File: config.mk
export PLATFORM = sky130hd
export DESIGN_NAME = serial_twos_complement_flat
export DESIGN_NICKNAME = d
export VERILOG_FILES = /design/src/rtl/serial_twos_complement_if.sv /design/src/rtl/serial_twos_complement.sv /design/src/flat_wrapper.sv
export SDC_FILE = /design/constraint.sdc
export NUM_CORES = 1
export LEC_CHECK = 0
export ABC_AREA = 0
export CORE_MARGIN = 1.5
export CORE_UTILIZATION = 38
export DETAILED_ROUTE_END_ITERATION = 8
export PLACE_DENSITY = 0.78
export REMOVE_ABC_BUFFERS = 1
export SETUP_SLACK_MARGIN = 0.15
export SYNTH_ARGS = -nofsm -noshare
export SYNTH_HDL_FRONTEND = slang
export SYNTH_SLANG_ARGS = --single-unit
File: constraint.sdc
create_clock -name clk -period 1.2 [get_ports clk]
set_input_delay 0.12 -clock clk [delete_from_list [all_inputs] [get_ports clk]]
set_output_delay 0.12 -clock clk [all_outputs]
set_load 0.02 [all_outputs]
File: src/rtl/serial_twos_complement_if.sv
// Operand/result handshake bundle for the bit-serial two's complement negator.
// valid/ready: a transfer happens on a rising edge where both valid and ready are high.
interface serial_twos_complement_if #(
  parameter int WIDTH = 4
);
  logic             in_valid;
  logic             in_ready;
  logic [WIDTH-1:0] in_data;
  logic             out_valid;
  logic             out_ready;
  logic [WIDTH-1:0] out_data;
  logic             ovf;

  modport master (
    output in_valid, in_data, out_ready,
    input  in_ready, out_valid, out_data, ovf
  );

  modport slave (
    input  in_valid, in_data, out_ready,
    output in_ready, out_valid, out_data, ovf
  );
endinterface

File: src/rtl/serial_twos_complement.sv
// Bit-serial LSB-first negator: out = (~in + 1) mod 2^WIDTH over WIDTH shift cycles,
// using a shift register and a one-bit "a one has been seen" flag instead of an adder.
module serial_twos_complement #(
  parameter int WIDTH = 4
) (
  input  logic                        clk,
  input  logic                        rst,
  serial_twos_complement_if.slave     bus,
  output logic                        busy,
  output logic [1:0]                  state_dbg
);

  localparam int CW = (WIDTH > 2) ? $clog2(WIDTH) : 1;
  localparam logic [WIDTH-1:0] MOST_NEG = {1'b1, {(WIDTH-1){1'b0}}};
  localparam logic [CW-1:0]    LAST_CNT = CW'(WIDTH - 1);

  typedef enum logic [1:0] {
    IDLE  = 2'd0,
    SHIFT = 2'd1,
    DONE  = 2'd2
  } state_t;

  state_t           state;
  state_t           state_next;
  logic [WIDTH-1:0] shreg;
  logic [CW-1:0]    count;
  logic             seen_one;
  logic             ovf_pending;
  logic             bit_in;
  logic             bit_out;

  // Bits below and including the first one pass through; every later bit is inverted.
  assign bit_in  = shreg[0];
  assign bit_out = seen_one ? ~bit_in : bit_in;

  always_ff @(posedge clk or posedge rst) begin
    if (rst) begin
      state <= IDLE;
    end else begin
      state <= state_next;
    end
  end

  always_comb begin
    state_next = state;
    case (state)
      IDLE:    if (bus.in_valid)         state_next = SHIFT;
      SHIFT:   if (count == LAST_CNT)    state_next = DONE;
      DONE:    if (bus.out_ready)        state_next = IDLE;
      default:                           state_next = IDLE;
    endcase
  end

  always_ff @(posedge clk or posedge rst) begin
    if (rst) begin
      shreg       <= '0;
      count       <= '0;
      seen_one    <= 1'b0;
      ovf_pending <= 1'b0;
    end else begin
      case (state)
        IDLE: begin
          if (bus.in_valid) begin
            shreg       <= bus.in_data;
            count       <= '0;
            seen_one    <= 1'b0;
            ovf_pending <= (bus.in_data == MOST_NEG);
          end
        end
        SHIFT: begin
          shreg    <= {bit_out, shreg[WIDTH-1:1]};
          seen_one <= seen_one | bit_in;
          if (count != LAST_CNT) begin
            count <= count + 1'b1;
          end
        end
        default: begin
          // DONE holds the result untouched until the consumer takes it.
        end
      endcase
    end
  end

  assign bus.in_ready  = (state == IDLE);
  assign bus.out_valid = (state == DONE);
  assign bus.out_data  = shreg;
  assign bus.ovf       = (state == DONE) & ovf_pending;
  assign busy          = (state != IDLE);
  assign state_dbg     = state;

endmodule

File: src/flat_wrapper.sv
// flat-port wrapper written by rule: the top's interface ports become plain ports
module serial_twos_complement_flat 
#(
  parameter int WIDTH = 4
)
  (clk, rst, busy, state_dbg, bus_in_valid, bus_in_data, bus_out_ready, bus_in_ready, bus_out_valid, bus_out_data, bus_ovf);
  serial_twos_complement_if #(.WIDTH(WIDTH)) bus_i ();
  input  logic clk;
  input  logic rst;
  output logic busy;
  output logic [1:0] state_dbg;
  input wire logic [$bits(bus_i.in_valid)-1:0] bus_in_valid;
  input wire logic [$bits(bus_i.in_data)-1:0] bus_in_data;
  input wire logic [$bits(bus_i.out_ready)-1:0] bus_out_ready;
  output wire logic [$bits(bus_i.in_ready)-1:0] bus_in_ready;
  output wire logic [$bits(bus_i.out_valid)-1:0] bus_out_valid;
  output wire logic [$bits(bus_i.out_data)-1:0] bus_out_data;
  output wire logic [$bits(bus_i.ovf)-1:0] bus_ovf;
  assign bus_i.in_valid = bus_in_valid;
  assign bus_i.in_data = bus_in_data;
  assign bus_i.out_ready = bus_out_ready;
  assign bus_in_ready = bus_i.in_ready;
  assign bus_out_valid = bus_i.out_valid;
  assign bus_out_data = bus_i.out_data;
  assign bus_ovf = bus_i.ovf;
  serial_twos_complement #(.WIDTH(WIDTH)) u_core (.clk(clk), .rst(rst), .bus(bus_i), .busy(busy), .state_dbg(state_dbg));
endmodule
==> results by group <==
Status
  • Status: finished, violations left
  • Failing checks: negative setup slack

Logic synthesis
  • Sequential share of the synthesized area: 46.3%
  • Syn Area/Cell: 11.8 um^2
  • Cell taking the most area after synthesis: dfrtp_1
  • Share of the synthesized area in the top cell type: 46.3%
  • Synth warn: 0
  • Synthesized area: 541 um^2
  • Synthesis-stage register bit count: 10
  • Yosys cell types: 23
  • Top post-synthesis cells by area: dfrtp_1, o221a_2, or4b_1, ha_1, inv_1
  • Post-Synthesis Cells: 46

Placement
  • Port bufs: 17
  • Inst Count DP: 85
  • HPWL after DPL: 868 um
  • Dpl ws: -297 ps
  • Placer Congestion: 0.621

STA
  • Post-Route Setup TNS: -975 ps
  • Final hold violations: 0
  • Final Slew Violations: 0
  • Setup ws final: -153 ps
  • Setup violations, final: 13
  • Worst-margin pin slew: 396 ps
  • Fin Clk Skew: 0.977 ps
  • Maximum clock frequency: 739 MHz
  • RSZ-0062 raised after global routing: yes
  • Post-layout min period: 1350 ps
  • Final Cycle Share: 113%
  • Slew HR: 73.6%

Clock network
  • Max clock buf depth: 2
  • Worst-path clk slew: 70 ps
  • Inserted Clock Buffers: 3
  • CTS tree: yes
  • Clk_lat worst skew: 280 ps
  • Htree depth: 1
  • # hold bufs at CTS: 0
  • Clock Sinks: 10
  • Root Buffer: clkbuf_4

Die
  • Die area: 0.00166 mm^2
  • IO Pins: 18
  • Initial Util: 41.0%
  • Die height: 40.7 um
  • Core area: 0.00132 mm^2
  • DIE WIDTH: 40.7 um
  • Rows: 13

GRT
  • Initial antenna violation count: 0
  • Total grt overflow: 0
  • Vias in the first global route: 421
  • Pin count of the biggest net entering global routing: 11
  • GRT Util Overall: 19.4%
  • First-pass GRT wire length: 1950 um

Critical path
  • Worst EP required: 1370 ps
  • Setup CP Type: reg -> reg
  • Endpoint type of the worst setup path: flip-flop
  • Crit Reg-Reg Startpoint: u_core.state_dbg[1]$_DFFE_PP0P_
  • Arr. time, crit path: 1530 ps
  • CP Max Fanout: 7
  • Type of origin of the critical path: flip-flop
  • CP startpoint: u_core.state_dbg[1]$_DFFE_PP0P_

Final layout
  • Diode count: 0
  • Share of post-route cells with drive strength above 1: 57.0%
  • Layout area overhead: 67.4%
  • Nets: 90
  • Multi-input logic area: 303 um^2
  • Reg area: 253 um^2
  • # fillers: 101
  • Final cell count without fillers: 94

Detailed routing
  • Average wire per standard cell: 16.4 um
  • DR vias/cell: 5.36
  • Vias: 504
  • Post-Route WL: 1540 um
  • DRC viols: 0
  • Detail Route Antenna Nets: 0
  • Iteration-0 DRC Markers: 11
  • First-pass iteration count of the detailed router: 4

Pwr
  • P per Cell Area: 2760 mW/mm^2
  • Worst vdd ir: 1550 uV
  • Leak Pwr: 0.440 nW

Flow run
  • Max Cap Viol: 0

Min path
  • Hold Path Class: in -> async
## through the flow
stage               total power, mW  hold WS (ps)  instance area [um^2]  utilization, %
floorplan                      1.30         -39.8                   524               -
global placement               1.82           426                   781            59.3
detailed placement             1.84           431                   781            59.3
CTS                            2.31           128                   858            65.1
global route                   2.64           168                   905            68.7
finish                         2.50           113                   905            68.7
## metal layers
layer	up-vias	wire [um]	track usage, %
li1	241	-	-
met1	237	597	21.3
met5	-	0	0
met4	0	38	12.5
met2	21	795	30.6
met3	5	112	8.15
## worst paths after layout
check / to / slack, ps / cells past startpoint
worst min-delay path: u_core.bus.out_data[1]$_DFFE_PP0P_ / 110 / 2
worst max-delay path: u_core.bus.out_data[2]$_DFFE_PP0P_ / -150 / 3
max in group asynchronous: u_core.state_dbg[0]$_DFFE_PP0P_ / 780 / 2
worst min register to register: u_core.ovf_pending$_DFFE_PP0P_ / 520 / 1
worst max register to register: u_core.bus.out_data[2]$_DFFE_PP0P_ / -150 / 3
min in group clk: u_core.state_dbg[1]$_DFFE_PP0P_ / 420 / 3
## cells in the final DEF (no fill, tap or decap), types with 2 or more instances in the layout
cell type / netlist / routed
dfrtp_1: 10 / 8
o221a_2: 4 / 3
or4b_1: 4 / 3
buf_2: 0 / 5
and3_1: 2 / 2
buf_6: 1 / 10
a211o_1: 2 / 2
clkbuf_4: 0 / 3
dfrtp_2: 0 / 2
inv_1: 5 / 4
clkdlybuf4s50_1: 0 / 7
buf_4: 0 / 9
## cells in the mapped netlist, drive strengths merged
cell,instances
nor3b,1
clkbuf,1
and3,2
inv,5
nand2,1
or4b,4
o221a,4
ha,2
buf,1
a211o,2
nor2b,1
o2bb2ai,1
nand2b,1
o21ba,1
dfrtp,10
o22ai,1
mux2,1
a21oi,1
nor4b,2
and2,1
or2,1
and4bb,1
o21bai,1
## flip-flops by register name (all words and copies together), names as in the netlist
register             flops
u_core.bus.out_data      4
u_core.count             2
u_core.state_dbg         2
u_core.ovf_pending       1
u_core.seen_one          1
## timing repair
| action | 4_1_cts | 5_1_grt |
|---|---|---|
| setup buffers | 3 | 1 |
| gates resized for setup | 59 | 10 |
| cloned | 1 | 0 |
| pin swaps | 4 | 6 |
| setup endpoints to repair | 18 | 16 |
## layout make-up
| type | instances | area share, % |
|---|---|---|
| Clock buffer | 4 | 4.01 |
| Timing Repair Buffer | 31 | 30.4 |
| Tap cell | 15 | 2.07 |
| Multi-Input combinational cell | 29 | 33.5 |
| Sequential cell | 10 | 27.9 |
| Inverter | 5 | 2.07 |
## cell families (layout without fill, tap and decap cells)
group           after synthesis  count (layout)  share of synthesized area (%)
simple gates                 15              15                           22.0
fa+ha+maj                     2               2                           4.63
flops                        10              10                           46.3
mux                           1               1                           2.08
buf+inv                       7              40                           6.48
compound gates               11              11                           18.5
## worst max-delay path, cell delays in order, from the launching register on
cell and delay (ps):
dfrtp_2 440, buf_6 140, or4b_1 520, o221a_2 140
## power breakdown
| part | switching (mW) | internal (mW) | total (mW) |
|---|---|---|---|
| Sequential | 0.133 | 0.504 | 0.637 |
| Combinational | 0.674 | 0.861 | 1.53 |
| Clock | 0.139 | 0.185 | 0.324 |
| Total | 0.946 | 1.55 | 2.50 |
Power figures use the tool's default switching activity.
==> edit 1 (same settings) <==
`WIDTH` is set to 4 in 3 places; all go to 8.
--- a/src/rtl/serial_twos_complement_if.sv
+++ b/src/rtl/serial_twos_complement_if.sv
@@ -3,3 +3,3 @@
 interface serial_twos_complement_if #(
-  parameter int WIDTH = 4
+  parameter int WIDTH = 8
 );
--- a/src/rtl/serial_twos_complement.sv
+++ b/src/rtl/serial_twos_complement.sv
@@ -3,3 +3,3 @@
 module serial_twos_complement #(
-  parameter int WIDTH = 4
+  parameter int WIDTH = 8
 ) (
--- a/src/flat_wrapper.sv
+++ b/src/flat_wrapper.sv
@@ -3,3 +3,3 @@
 #(
-  parameter int WIDTH = 4
+  parameter int WIDTH = 8
 )
Ports: changed (resized bus_in_data and bus_out_data); port bits go from 18 to 26. The function was not compared with the original's and may differ.
==> edit 1 against the original RTL <==
The run still ends with setup timing left. Register-to-register slack better by 70 ps. Total power rose by 44%. Fmax increased by 3.9%. Sequential cell count rose by 5. Design area up 51%. Synthesized area is 46% higher. Clock power decreased by 13%. Utilization is 0.85 points higher. Hold slack gained 22 ps. Sequential share of layout area fell by 0.42 points. Wire length rose by 61%. First-iteration DRC count decreased by 36%. Setup slack better by 51 ps. Largest cell class unchanged.
==> edit 1: results (changes against the original RTL) <==
status complete, but fails checks; failing checks setup timing; Post-Route WL 2490 um (+61%); Setup crit end bus_ovf; RePlAce Congestion 0.729 (+17%); Max VDD drop 0.00145 V (-6.1%); clock-pin slew of the registers on the worst-case setup and hold paths 100 ps (+30 ps); FF-to-FF Start u_core.count[1]; Crit Path Max Fanout 4 (-3); Post-synth top cells dfrtp_1 (15), a22oi_1 (8), inv_1 (8), o21ai_0 (7), nand2_1 (6); total global-route track usage 0.191 (-0.00324); placed cell area 1120 um2 (+44%); layout cells sized above 1 0.512 (-0.0580); TNS Setup -507 ps (+468 ps); FF-to-FF path depth 5 (+2); Clk Latency, worst-skew pair 280 ps (about the same); Inst Count DP 136 (+60%); drt initial violations 7 (-4); max FFs per register 8 (+4); Final nets 145 (+61%); met2 Usage GRT 0.336 (+0.0301); final setup fails 12 (-1); slack of the critical path -102 ps (+50.6 ps); largest net degree at the start of global routing 16 (+5); HPWL Detailed 1380 um (+59%); syn avg cell area 10.3 um2 (-13%); grt met3 use 0.0463 (-0.0352); DR WL met3 102 um (-8.9%); synth unique cells 25 (+8.7%); Vias/cell 5.06 (-5.6%); R2R setup slack -80 ps (+70 ps); Post-Route Skew 11.8 ps (+10.8 ps); DR vias 790 (+57%); global-route wire length before repair 3510 um (+80%); met1 wire length 1080 um (+81%); wire length on met2 1280 um (+61%); met1 Resource Use GR 0.228 (+0.0149)
==> edit 1: changes by cell type after synthesis, moves of 2 or more <==
cell / before / now
a22o_1: 0 / 2
o221a_2: 4 / 0
or4b_1: 4 / 0
inv_1: 5 / 8
and2b_1: 0 / 5
dfrtp_1: 10 / 15
a21o_1: 0 / 2
nand2_1: 1 / 6
a22oi_1: 0 / 8
mux2i_1: 0 / 2
and3_1: 2 / 0
a21oi_1: 1 / 3
a211o_1: 2 / 0
o21ai_0: 0 / 7
==> edit 1: power by group <==
| part | leakage, nW | internal, W | switching (W) |
|---|---|---|---|
| sequential | 0.183 | 0.000746 | 0.000239 |
| clock | 0.0177 | 0.000123 | 0.000160 |
| combinational | 0.474 | 0.00122 | 0.00110 |
==> edit 1: layout make-up <==
cell class | instances | area, um2
Fill cell | 154 | 598
Multi-Input combinational cell | 50 | 462
Timing Repair Buffer | 51 | 432
Sequential cell | 15 | 375
Inverter | 9 | 33.8
Tap cell | 27 | 33.8
Clock buffer | 3 | 22.5
Clock inverter | 1 | 5.00
==> edit 1: metrics by stage <==
stage	setup slack, ps	util
after floorplan	-304	-
after global placement	-163	0.573
after detailed placement	-175	0.573
after CTS	-79.4	0.613
after global routing	-148	0.695
final	-102	0.695
==> edit 1: repair_timing <==
item	in CTS	in global routing
setup endpoints to repair	29	21
resized for setup	75	31
buffers inserted	7	8
pin swaps	4	10
gates cloned	0	1
==> edit 1: critical path: stages, from the launching register on <==
cell	delay, ps
dfrtp_1	440
nor2b_2	170
and2_1	170
buf_6	130
==> edit 1: logic make-up after synthesis <==
logic type | count (synthesis) | synth area share
fa+ha+maj | 3 | 0.0475
flops | 15 | 0.475
compound gates | 27 | 0.244
simple gates | 18 | 0.135
buf+inv | 12 | 0.0729
mux | 2 | 0.0254
==> edit 2 (same settings) <==
Made on the original files. Reset style: synchronous (`rst`), changed in 2 clocked blocks.
--- a/src/rtl/serial_twos_complement.sv
+++ b/src/rtl/serial_twos_complement.sv
@@ -35,3 +35,3 @@
 
-  always_ff @(posedge clk or posedge rst) begin
+  always_ff @(posedge clk) begin
     if (rst) begin
@@ -53,3 +53,3 @@
 
-  always_ff @(posedge clk or posedge rst) begin
+  always_ff @(posedge clk) begin
     if (rst) begin
Check against the original RTL: differs if rst is asserted again (counterexample within 4 cycles, from zero or initial values and one cycle with rst high); with rst held inactive, the same outputs for 10 cycles.
==> edit 2 against the original RTL <==
The flow still finishes with violations (setup timing). Sequential share of layout area decreased by 2.1 points. Utilization down 0.80 points. Setup slack better by 68 ps. Design area decreased by 13%. Synthesized area shrank 8.3%. Wire length shrank 27%. Hold slack better by 360 ps. Via count is 7.1% lower. Count of clock-buffer cells in the layout fell by 1. Sequential cell count stayed put. Critical path type unchanged.
Power is not compared: it rests on default switching activity, and its combinational part moved more than twofold at a synthesized area within 25%.
==> edit 2: results (changes against the original RTL) <==
status complete, but fails checks; Max VDD drop roughly 0.00094 V; total global-route track usage 0.190 (-0.00391); global-route wire length before repair 1860 um (-4.9%); Clk Latency, worst-skew pair roughly 270 ps; number of antenna violations at the first check in global routing 0 (unchanged); YS warnings 0 (unchanged); post-layout util 0.679 (-0.00804); RePlAce Congestion 0.685 (+10%); slack of the critical path -84.9 ps (+68.0 ps); CP max stage cell or3b_4; pre-CTS setup slack -282 ps (+14.4 ps); Final nets 89 (-1.1%); FF-to-FF Start u_core.state_dbg[1]; Post-Route WL 1130 um (-27%); vias in the first global route 431 (+2.4%); DR vias 468 (-7.1%); pin slew with the least headroom to its limit 393 ps (-3.60 ps); Hold EP u_core.state_dbg[1]; drt initial violations 12 (+1); final setup fails 6 (-7); synth unique cells 22 (-4.3%); Hold Path Class input port to register; largest net degree at the start of global routing 11 (unchanged); Ant. Diodes 0 (unchanged); FF-to-FF path depth 5 (+2); R2R Path End u_core.ovf_pending; Area contributors post-synth dfxtp_1 (40%), mux2i_1 (8.1%), a211oi_1 (6.1%); Root Buffer clkbuf_4; Leak 0.338 nW; Post-synth ARST share 0 (-1.00); CTS Buf Count 3 (unchanged); layout cells sized above 1 0.377 (-0.193); hold path start bus_out_ready; Hold Path Stages 3; sequential element share of the synthesized area 0.404 (-0.0589); Post-Route Skew 3.66 ps (+2.68 ps); drt first pass iters 4 (unchanged); WP data arrival 1430 ps (-100 ps); Max clock buf depth 2 (unchanged); max FFs per register 4 (unchanged); setup bufs post-CTS 0 (-3); Critical Path Max Stage Delay 410 ps (-110 ps); HPWL Detailed 815 um (-6.1%); clock-pin slew of the registers on the worst-case setup and hold paths 70 ps (about the same); port bufs 17 (unchanged); H-tree depth 1 (unchanged); failing checks setup timing; Post-synth top cells dfxtp_1 (10), nor2_1 (8), a211oi_1 (4), mux2i_1 (4); Worst Hold Slack 471 ps (+358 ps); Crit Path Max Fanout 7 (unchanged)
-- edit 2: changes by cell type in the layout (fill, tap and decap cells not counted), moves of 3 or more --
cell,before,now
dfxtp_1,0,8
buf_4,9,2
mux2i_1,0,4
buf_2,5,2
clkdlybuf4s15_2,0,4
o221a_2,3,0
a211oi_1,0,4
dfrtp_1,8,0
nor2_1,0,8
or4b_1,3,0
-- edit 2: what timing repair did --
action                                 4_1_cts  5_1_grt
pin swaps                                    4        4
resized for setup                           41       11
gates cloned                                 0        0
setup endpoints to repair                   18       15
endpoints found under the hold margin        0        0
-- edit 2: metrics by stage --
step	TNS [ps]	power, W	cell area (um2)	cells
finish	-396	0.000814	785	91
global route	-708	0.000863	785	91
CTS	-667	0.000818	754	91
detailed placement	-1710	0.000575	722	88
global placement	-1580	0.000570	722	88
floorplan	-567	0.000470	482	50
-- edit 2: how the worst max path moves through the flow --
stage | cells past startpoint | from | end | slack, ps
global route | 5 | u_core.state_dbg[1] | u_core.ovf_pending | -130
detailed placement | 4 | bus_in_valid | u_core.bus.out_data[3] | -280
CTS | 5 | u_core.state_dbg[1] | u_core.ovf_pending | -90
finish | 5 | u_core.state_dbg[1] | u_core.ovf_pending | -80
floorplan | 3 | u_core.state_dbg[0] | u_core.count[1] | -170
global placement | 4 | bus_in_valid | u_core.bus.out_data[3] | -250
-- edit 2: worst max-delay path, delay by kind of cell, from the launching register on --
| kind | cells | cell delay, ps |
|---|---|---|
| flops | 1 | 320 |
| mux | 1 | 130 |
| buf+inv | 2 | 250 |
| simple gates | 2 | 460 |
-- edit 2: per-layer routing --
| metal | GRT usage | vias up | routed length [um] |
|---|---|---|---|
| li1 | - | 235 | - |
| met1 | 0.226 | 215 | 517 |
| met2 | 0.304 | 16 | 513 |
| met3 | 0.104 | 2 | 83 |
| met4 | 0.0259 | 0 | 11 |
| met5 | 0 | - | 0 |
-- edit 2: final cells by class --
type                    instances  area [um2]
clock buffers                   3        22.5
fillers                       106         372
inverters                       3        11.3
multi-input cells              37         292
flip-flops and latches         10         203
well taps                      14        17.5
repair buffers                 24         239
-- edit 2: report_power, final --
part | internal, W | switching, W | leakage (nW)
clock | 0.000116 | 0.000122 | 0.0138
sequential | 0.000354 | 0.0000145 | 0.0829
combinational | 0.000113 | 0.0000941 | 0.241
total | 0.000583 | 0.000231 | 0.338
-- edit 2: cell families after synthesis --
family          count (synthesis)  synth area share
simple gates                   19             0.240
compound gates                 12             0.174
flops                          10             0.404
buf+inv                         6            0.0505
mux                             4            0.0808
fa+ha+maj                       2            0.0505
